--- src/rtl/display_scan_ctrl_pkg.sv ---
// display_scan_ctrl_pkg: anode polarity and board timing constants for the digit scanner
package display_scan_ctrl_pkg;
  localparam logic SEL_ON = 1'b0;
  localparam logic SEL_OFF = 1'b1;
  localparam int DEFAULT_PRESCALE = 100000;
endpackage

--- src/rtl/display_scan_ctrl_lz_blank_mask.sv ---
// lz_blank_mask: marks digits that are zero with all higher digits zero (never digit 0) when blank_lz is set
module lz_blank_mask #(
  parameter int NUM_DIGITS = 4,
  parameter int DIGIT_W = 4
) (
  input  logic [NUM_DIGITS*DIGIT_W-1:0] value,
  input  logic                          blank_lz,
  output logic [NUM_DIGITS-1:0]         mask
);
  always_comb begin
    logic zero_above;
    zero_above = blank_lz;
    mask = '0;
    for (int k = NUM_DIGITS - 1; k >= 0; k--) begin
      zero_above = zero_above && (value[k*DIGIT_W +: DIGIT_W] == '0);
      mask[k] = zero_above && (k != 0);
    end
  end
endmodule

--- src/rtl/display_scan_ctrl.sv ---
// display_scan_ctrl: N-digit scanner with prescaler, frame-synchronous double buffer and leading-zero blanking
module display_scan_ctrl
  import display_scan_ctrl_pkg::*;
#(
  parameter int NUM_DIGITS = 4,
  parameter int DIGIT_W = 4,
  parameter int PRESCALE = DEFAULT_PRESCALE,
  localparam int IW = $clog2(NUM_DIGITS),
  localparam int DW = NUM_DIGITS * DIGIT_W
) (
  input  logic                  clk,
  input  logic                  rst_n,
  input  logic                  enable,
  input  logic                  load,
  input  logic [DW-1:0]         data_in,
  input  logic                  blank_lz,
  output logic [DIGIT_W-1:0]    digit,
  output logic [IW-1:0]         digit_idx,
  output logic [NUM_DIGITS-1:0] digit_sel,
  output logic                  blank,
  output logic                  pending,
  output logic                  frame_start
);
  localparam int PW = PRESCALE > 1 ? $clog2(PRESCALE) : 1;
  localparam logic [PW-1:0] PMAX = PW'(PRESCALE - 1);
  localparam logic [IW-1:0] IMAX = IW'(NUM_DIGITS - 1);
  logic [PW-1:0] pcnt_q, pcnt_d;
  logic [IW-1:0] idx_q, idx_d;
  logic [DW-1:0] active_q, active_d, pend_buf_q, pend_buf_d;
  logic pend_valid_q, pend_valid_d;
  logic [DIGIT_W-1:0] digit_q, digit_d, slot_digit;
  logic [NUM_DIGITS-1:0] sel_q, sel_d, slot_sel, mask;
  logic blank_q, blank_d, fs_q, fs_d, tick, wrap, blk;
  always_comb begin
    tick = enable && (pcnt_q == PMAX);
    wrap = tick && (idx_q == IMAX);
    pcnt_d = (tick || !enable) ? '0 : pcnt_q + 1'b1;
    idx_d = !enable ? IMAX : !tick ? idx_q : wrap ? '0 : idx_q + 1'b1;
    active_d = (wrap && pend_valid_q) ? pend_buf_q : active_q;
    pend_buf_d = load ? data_in : pend_buf_q;
    pend_valid_d = load || (pend_valid_q && !wrap);
  end
  lz_blank_mask #(.NUM_DIGITS(NUM_DIGITS), .DIGIT_W(DIGIT_W)) u_mask (
    .value(active_d),
    .blank_lz(blank_lz),
    .mask(mask)
  );
  always_comb begin
    slot_sel = {NUM_DIGITS{SEL_OFF}};
    slot_sel[idx_d] = SEL_ON;
    slot_digit = active_d[idx_d*DIGIT_W +: DIGIT_W];
    blk = mask[idx_d];
    digit_d = !enable ? '0 : !tick ? digit_q : blk ? '0 : slot_digit;
    sel_d = !enable ? {NUM_DIGITS{SEL_OFF}} : !tick ? sel_q : blk ? {NUM_DIGITS{SEL_OFF}} : slot_sel;
    blank_d = !enable || (tick ? blk : blank_q);
    fs_d = wrap;
  end
  always_ff @(posedge clk or negedge rst_n) begin
    if (!rst_n) begin
      pcnt_q <= '0;
      idx_q <= IMAX;
      active_q <= '0;
      pend_buf_q <= '0;
      pend_valid_q <= 1'b0;
      digit_q <= '0;
      sel_q <= {NUM_DIGITS{SEL_OFF}};
      blank_q <= 1'b1;
      fs_q <= 1'b0;
    end else begin
      pcnt_q <= pcnt_d;
      idx_q <= idx_d;
      active_q <= active_d;
      pend_buf_q <= pend_buf_d;
      pend_valid_q <= pend_valid_d;
      digit_q <= digit_d;
      sel_q <= sel_d;
      blank_q <= blank_d;
      fs_q <= fs_d;
    end
  end
  assign digit = digit_q;
  assign digit_idx = idx_q;
  assign digit_sel = sel_q;
  assign blank = blank_q;
  assign pending = pend_valid_q;
  assign frame_start = fs_q;
endmodule

--- config.mk ---
export PLATFORM = sky130hd
export DESIGN_NAME = display_scan_ctrl
export DESIGN_NICKNAME = d
export VERILOG_FILES = /design/src/rtl/display_scan_ctrl_pkg.sv /design/src/rtl/display_scan_ctrl_lz_blank_mask.sv /design/src/rtl/display_scan_ctrl.sv
export SDC_FILE = /design/constraint.sdc
export NUM_CORES = 1
export LEC_CHECK = 0
export CAP_MARGIN = 20
export CORE_MARGIN = 5
export CORE_UTILIZATION = 40
export CTS_CLUSTER_SIZE = 40
export DETAILED_ROUTE_END_ITERATION = 10
export SYNTH_ARGS = -nofsm -noshare
export SYNTH_HDL_FRONTEND = slang
export SYNTH_SLANG_ARGS = --single-unit
--- constraint.sdc ---
create_clock -name clk -period 5.45 [get_ports clk]
set_input_delay 1.09 -clock clk [delete_from_list [all_inputs] [get_ports clk]]
set_output_delay 1.09 -clock clk [all_outputs]
set_load 0.01 [all_outputs]
==> run_results.csv <==
group,metric,value,unit
global_routing,grt_max_degree,63,
power_and_ir_drop,powerDensity,286,mW/mm^2
route,routed_wl,5350,um
layout,diodes,0,
die,die_h,93.0,um
sta,finalCriticalPeriod,3070,ps
critical_path,crit_buf_inv,2,
route,drt_iter0_markers,67,
layout,nNetsFinal,278,
synthesis,syn_nets,240,
layout,seq_area,0.00156,sq mm
layout,drive_above_1_share,0.273,
place,hpwl,3750,um
cts,cts-root-to-sink-buffers,2,
die,die-area,0.00865,sq mm
cts,cts_num_sinks,62,
place,place_congestion,0.779,
global_routing,antenna_found_initial,0,
die,fp.dieW,93.0,um
critical_path,worstSetupPathType,"reg2reg",
cts,cts_buffers,9,
die,num_rows,30,
critical_path,cp.arrival,3330,ps
cts,clk_latency,340,ps
sta,finalSetupViolations,0,
global_routing,globalRouteOverflowTotal,0,
sta,rsz0062_at_grt,"no",
route,wl_per_cell,15.7,um
critical_path,crit_family,"simple AND/OR/NAND/NOR gates",
route,drc_errors,0,
power_and_ir_drop,p_leak,1.48,nW
place,place_ws,2130,ps
route,first_pass_iters,4,
layout,multi_input_area,0.00113,sq mm
critical_path,cpPeakStageDelay,680,ps
route,via_per_inst,5.18,
route,ant_nets,0,
synthesis,ys_seq_elements,62,
sta,timing.final.ws_setup,2380,ps
sta,finClkSkew,6.30,ps
sta,tightest_slew,772,ps
sta,slew_headroom,0.486,
die,io_pins,34,
critical_path,cp_max_fo,8,
worst_hold_path,hp-class,"reg2reg",
synthesis,synthCells,217,
critical_path,cpMaxStageDelayCell,"nor4_1",
synthesis,synthDistinctLibCells,39,
die,core,0.00676,sq mm
cts,postCtsSetupRepairBufs,0,
global_routing,grt_pass1_vias,1860,
cts,post_cts_resized,0,
synthesis,synthesis.area,0.00276,sq mm
layout,area_delta_synth_final,22.1,%
sta,finalCritPeriodShare,0.563,
route,route.vias.total,1762,
global_routing,grt_usage,0.137,
sta,hold_viol,0,
cts,cts_tree,"yes",
power_and_ir_drop,total_power,963,uW
synthesis,synth_seq_area_share,0.566,
cts,h-tree-depth,3,
cts,cts_hold_buffers,0,
sta,slew_violations,0,
layout,num-fill-cells,603,
sta,setup_tns,0,ps
critical_path,crit_path_start_kind,"flip-flop",
die,start_util,0.408,
place,io_buffers,33,
cts,root_buffer,"clkbuf_8",
status,run_status,"finished, final reports clean",
power_and_ir_drop,vdd_ir_drop_max,0.173,mV
critical_path,cp.required,5710,ps
critical_path,worstPathCellList,"or4b_4 -> nor4_1 -> mux2i_1 -> buf_4 -> inv_1 -> nand2_2 -> o211ai_2 -> a41o_1 -> o32a_1",
synthesis,ys_warn_count,0,
sta,max_freq,326,MHz
flow_run,maxCapViolCount,0,
cts,clk_pin_slew,70,ps
critical_path,cp-end-kind,"flip-flop",
global_routing,grt_pass1_wl,9150,um
synthesis,syn_area_per_cell,12.7,sq um
## synthesized netlist by cell type
cell / instances / area share
a41oi_2: 1 / 0.0059
a22o_1: 3 / 0.0095
nor4_1: 5 / 0.011
buf_6: 2 / 0.0082
xnor2_1: 2 / 0.0064
mux2_4: 1 / 0.0054
or4b_4: 1 / 0.0050
or4_4: 1 / 0.0041
a21oi_1: 4 / 0.0073
clkbuf_1: 6 / 0.0082
or4_1: 2 / 0.0054
o21ai_0: 8 / 0.015
mux2_2: 34 / 0.14
nor3_1: 1 / 0.0018
nand2_2: 1 / 0.0023
ha_1: 2 / 0.0091
inv_1: 3 / 0.0041
a41o_1: 1 / 0.0036
mux2i_1: 2 / 0.0073
xor2_1: 9 / 0.029
nand4_1: 6 / 0.014
or4bb_1: 2 / 0.0082
nor2_1: 17 / 0.023
and3_1: 3 / 0.0068
o21bai_1: 1 / 0.0027
or3_1: 4 / 0.0091
and2_1: 3 / 0.0068
nand2_1: 14 / 0.019
o32a_1: 1 / 0.0036
o22a_1: 1 / 0.0032
nand2b_1: 3 / 0.0068
o211ai_2: 1 / 0.0045
nand3_1: 4 / 0.0073
mux4_2: 3 / 0.025
buf_4: 1 / 0.0027
dfrtp_1: 55 / 0.50
dfstp_2: 7 / 0.067
a31oi_1: 1 / 0.0023
or2_2: 1 / 0.0023
## report_power, final
group | switching [mW] | total, mW | internal (mW)
Combinational | 0.0202 | 0.0459 | 0.0258
Sequential | 0.0103 | 0.484 | 0.474
Clock | 0.178 | 0.433 | 0.255
Total | 0.209 | 0.963 | 0.755
## placed cells by master (no fill, tap or decap), types with 2 or more instances in the layout
cell type / netlist / routed
nand3_1: 4 / 4
clkdlybuf4s50_1: 0 / 32
and2_1: 3 / 3
nand2b_1: 3 / 3
clkinv_2: 0 / 4
ha_1: 2 / 2
and3_1: 3 / 3
dfrtp_1: 55 / 55
buf_4: 1 / 3
dfstp_2: 7 / 7
mux2_2: 34 / 34
nor2_1: 17 / 17
nand2_1: 14 / 14
a21oi_1: 4 / 4
nand4_1: 6 / 6
xnor2_1: 2 / 2
or4bb_1: 2 / 2
o21ai_0: 8 / 8
or3_1: 4 / 4
nor4_1: 5 / 5
clkbuf_8: 0 / 9
or4_1: 2 / 2
mux4_2: 3 / 3
mux2i_1: 2 / 2
xor2_1: 9 / 9
bufinv_16: 0 / 2
inv_1: 3 / 3
a22o_1: 3 / 3
## sequential cells by signal, indices dropped and copies added (netlist names)
| register | flops |
|---|---|
| pcnt_q | 17 |
| digit_idx | 2 |
| digit | 4 |
| frame_start | 1 |
| blank | 1 |
| digit_sel | 4 |
| pending | 1 |
| active_q | 16 |
| pend_buf_q | 16 |
## per-layer routing
layer  GRT usage  wire length [um]  vias to the layer above
li1            -                 -                      856
met1       0.168              2440                      859
met2       0.218              2540                       37
met3      0.0531               273                       10
met4      0.0537               104                        0
met5           0                 0                        -
## final timing paths
path                            slack [ps]  depth (start not counted)       from              to
worst max-delay path                  2380                          9  pcnt_q[5]    digit_sel[2]
worst min-delay path                   490                          1  pcnt_q[0]       pcnt_q[0]
worst max register to register        2380                          9  pcnt_q[5]    digit_sel[2]
worst min register to register         490                          1  pcnt_q[0]       pcnt_q[0]
max in group asynchronous             4020                          2      rst_n  pend_buf_q[14]
min in group asynchronous              910                          2      rst_n       pcnt_q[1]
## cell type report
cell class,count,area share
clock inverter,7,0.0264
clock buffer,9,0.0368
sequential,62,0.464
timing repair buffer,36,0.103
tap,80,0.0298
inverter,3,0.00335
multi-input combinational,143,0.336
## worst register-to-register path: stages (launching register included)
cell and delay [ps]:
dfrtp_1 450, or4b_4 570, nor4_1 680, mux2i_1 260, buf_4 210, inv_1 90
nand2_2 80, o211ai_2 90, a41o_1 290, o32a_1 290
## cell families (layout without fill, tap and decap cells)
| logic type | Yosys count | count (layout) | share of synthesized area |
|---|---|---|---|
| flip-flops | 62 | 62 | 0.566 |
| adder cells (fa/ha/maj) | 2 | 2 | 0.00908 |
| XOR/XNOR | 11 | 11 | 0.0350 |
| AND/OR/NAND/NOR | 68 | 68 | 0.133 |
| multiplexers | 40 | 40 | 0.176 |
| buffers and inverters | 12 | 55 | 0.0232 |
| AO/OA/AOI/OAI | 22 | 22 | 0.0572 |
## stage by stage
stage / util / area (sq um) / std cells / hold WS (ps)
after floorplan: - / 2760 / 217 / 455
after global placement: 0.466 / 3150 / 324 / 480
after detailed placement: 0.466 / 3150 / 324 / 483
after CTS: 0.498 / 3360 / 340 / 496
after global routing: 0.498 / 3360 / 340 / 509
final: 0.498 / 3360 / 340 / 491
No activity file was read; power rests on OpenSTA's default activity.
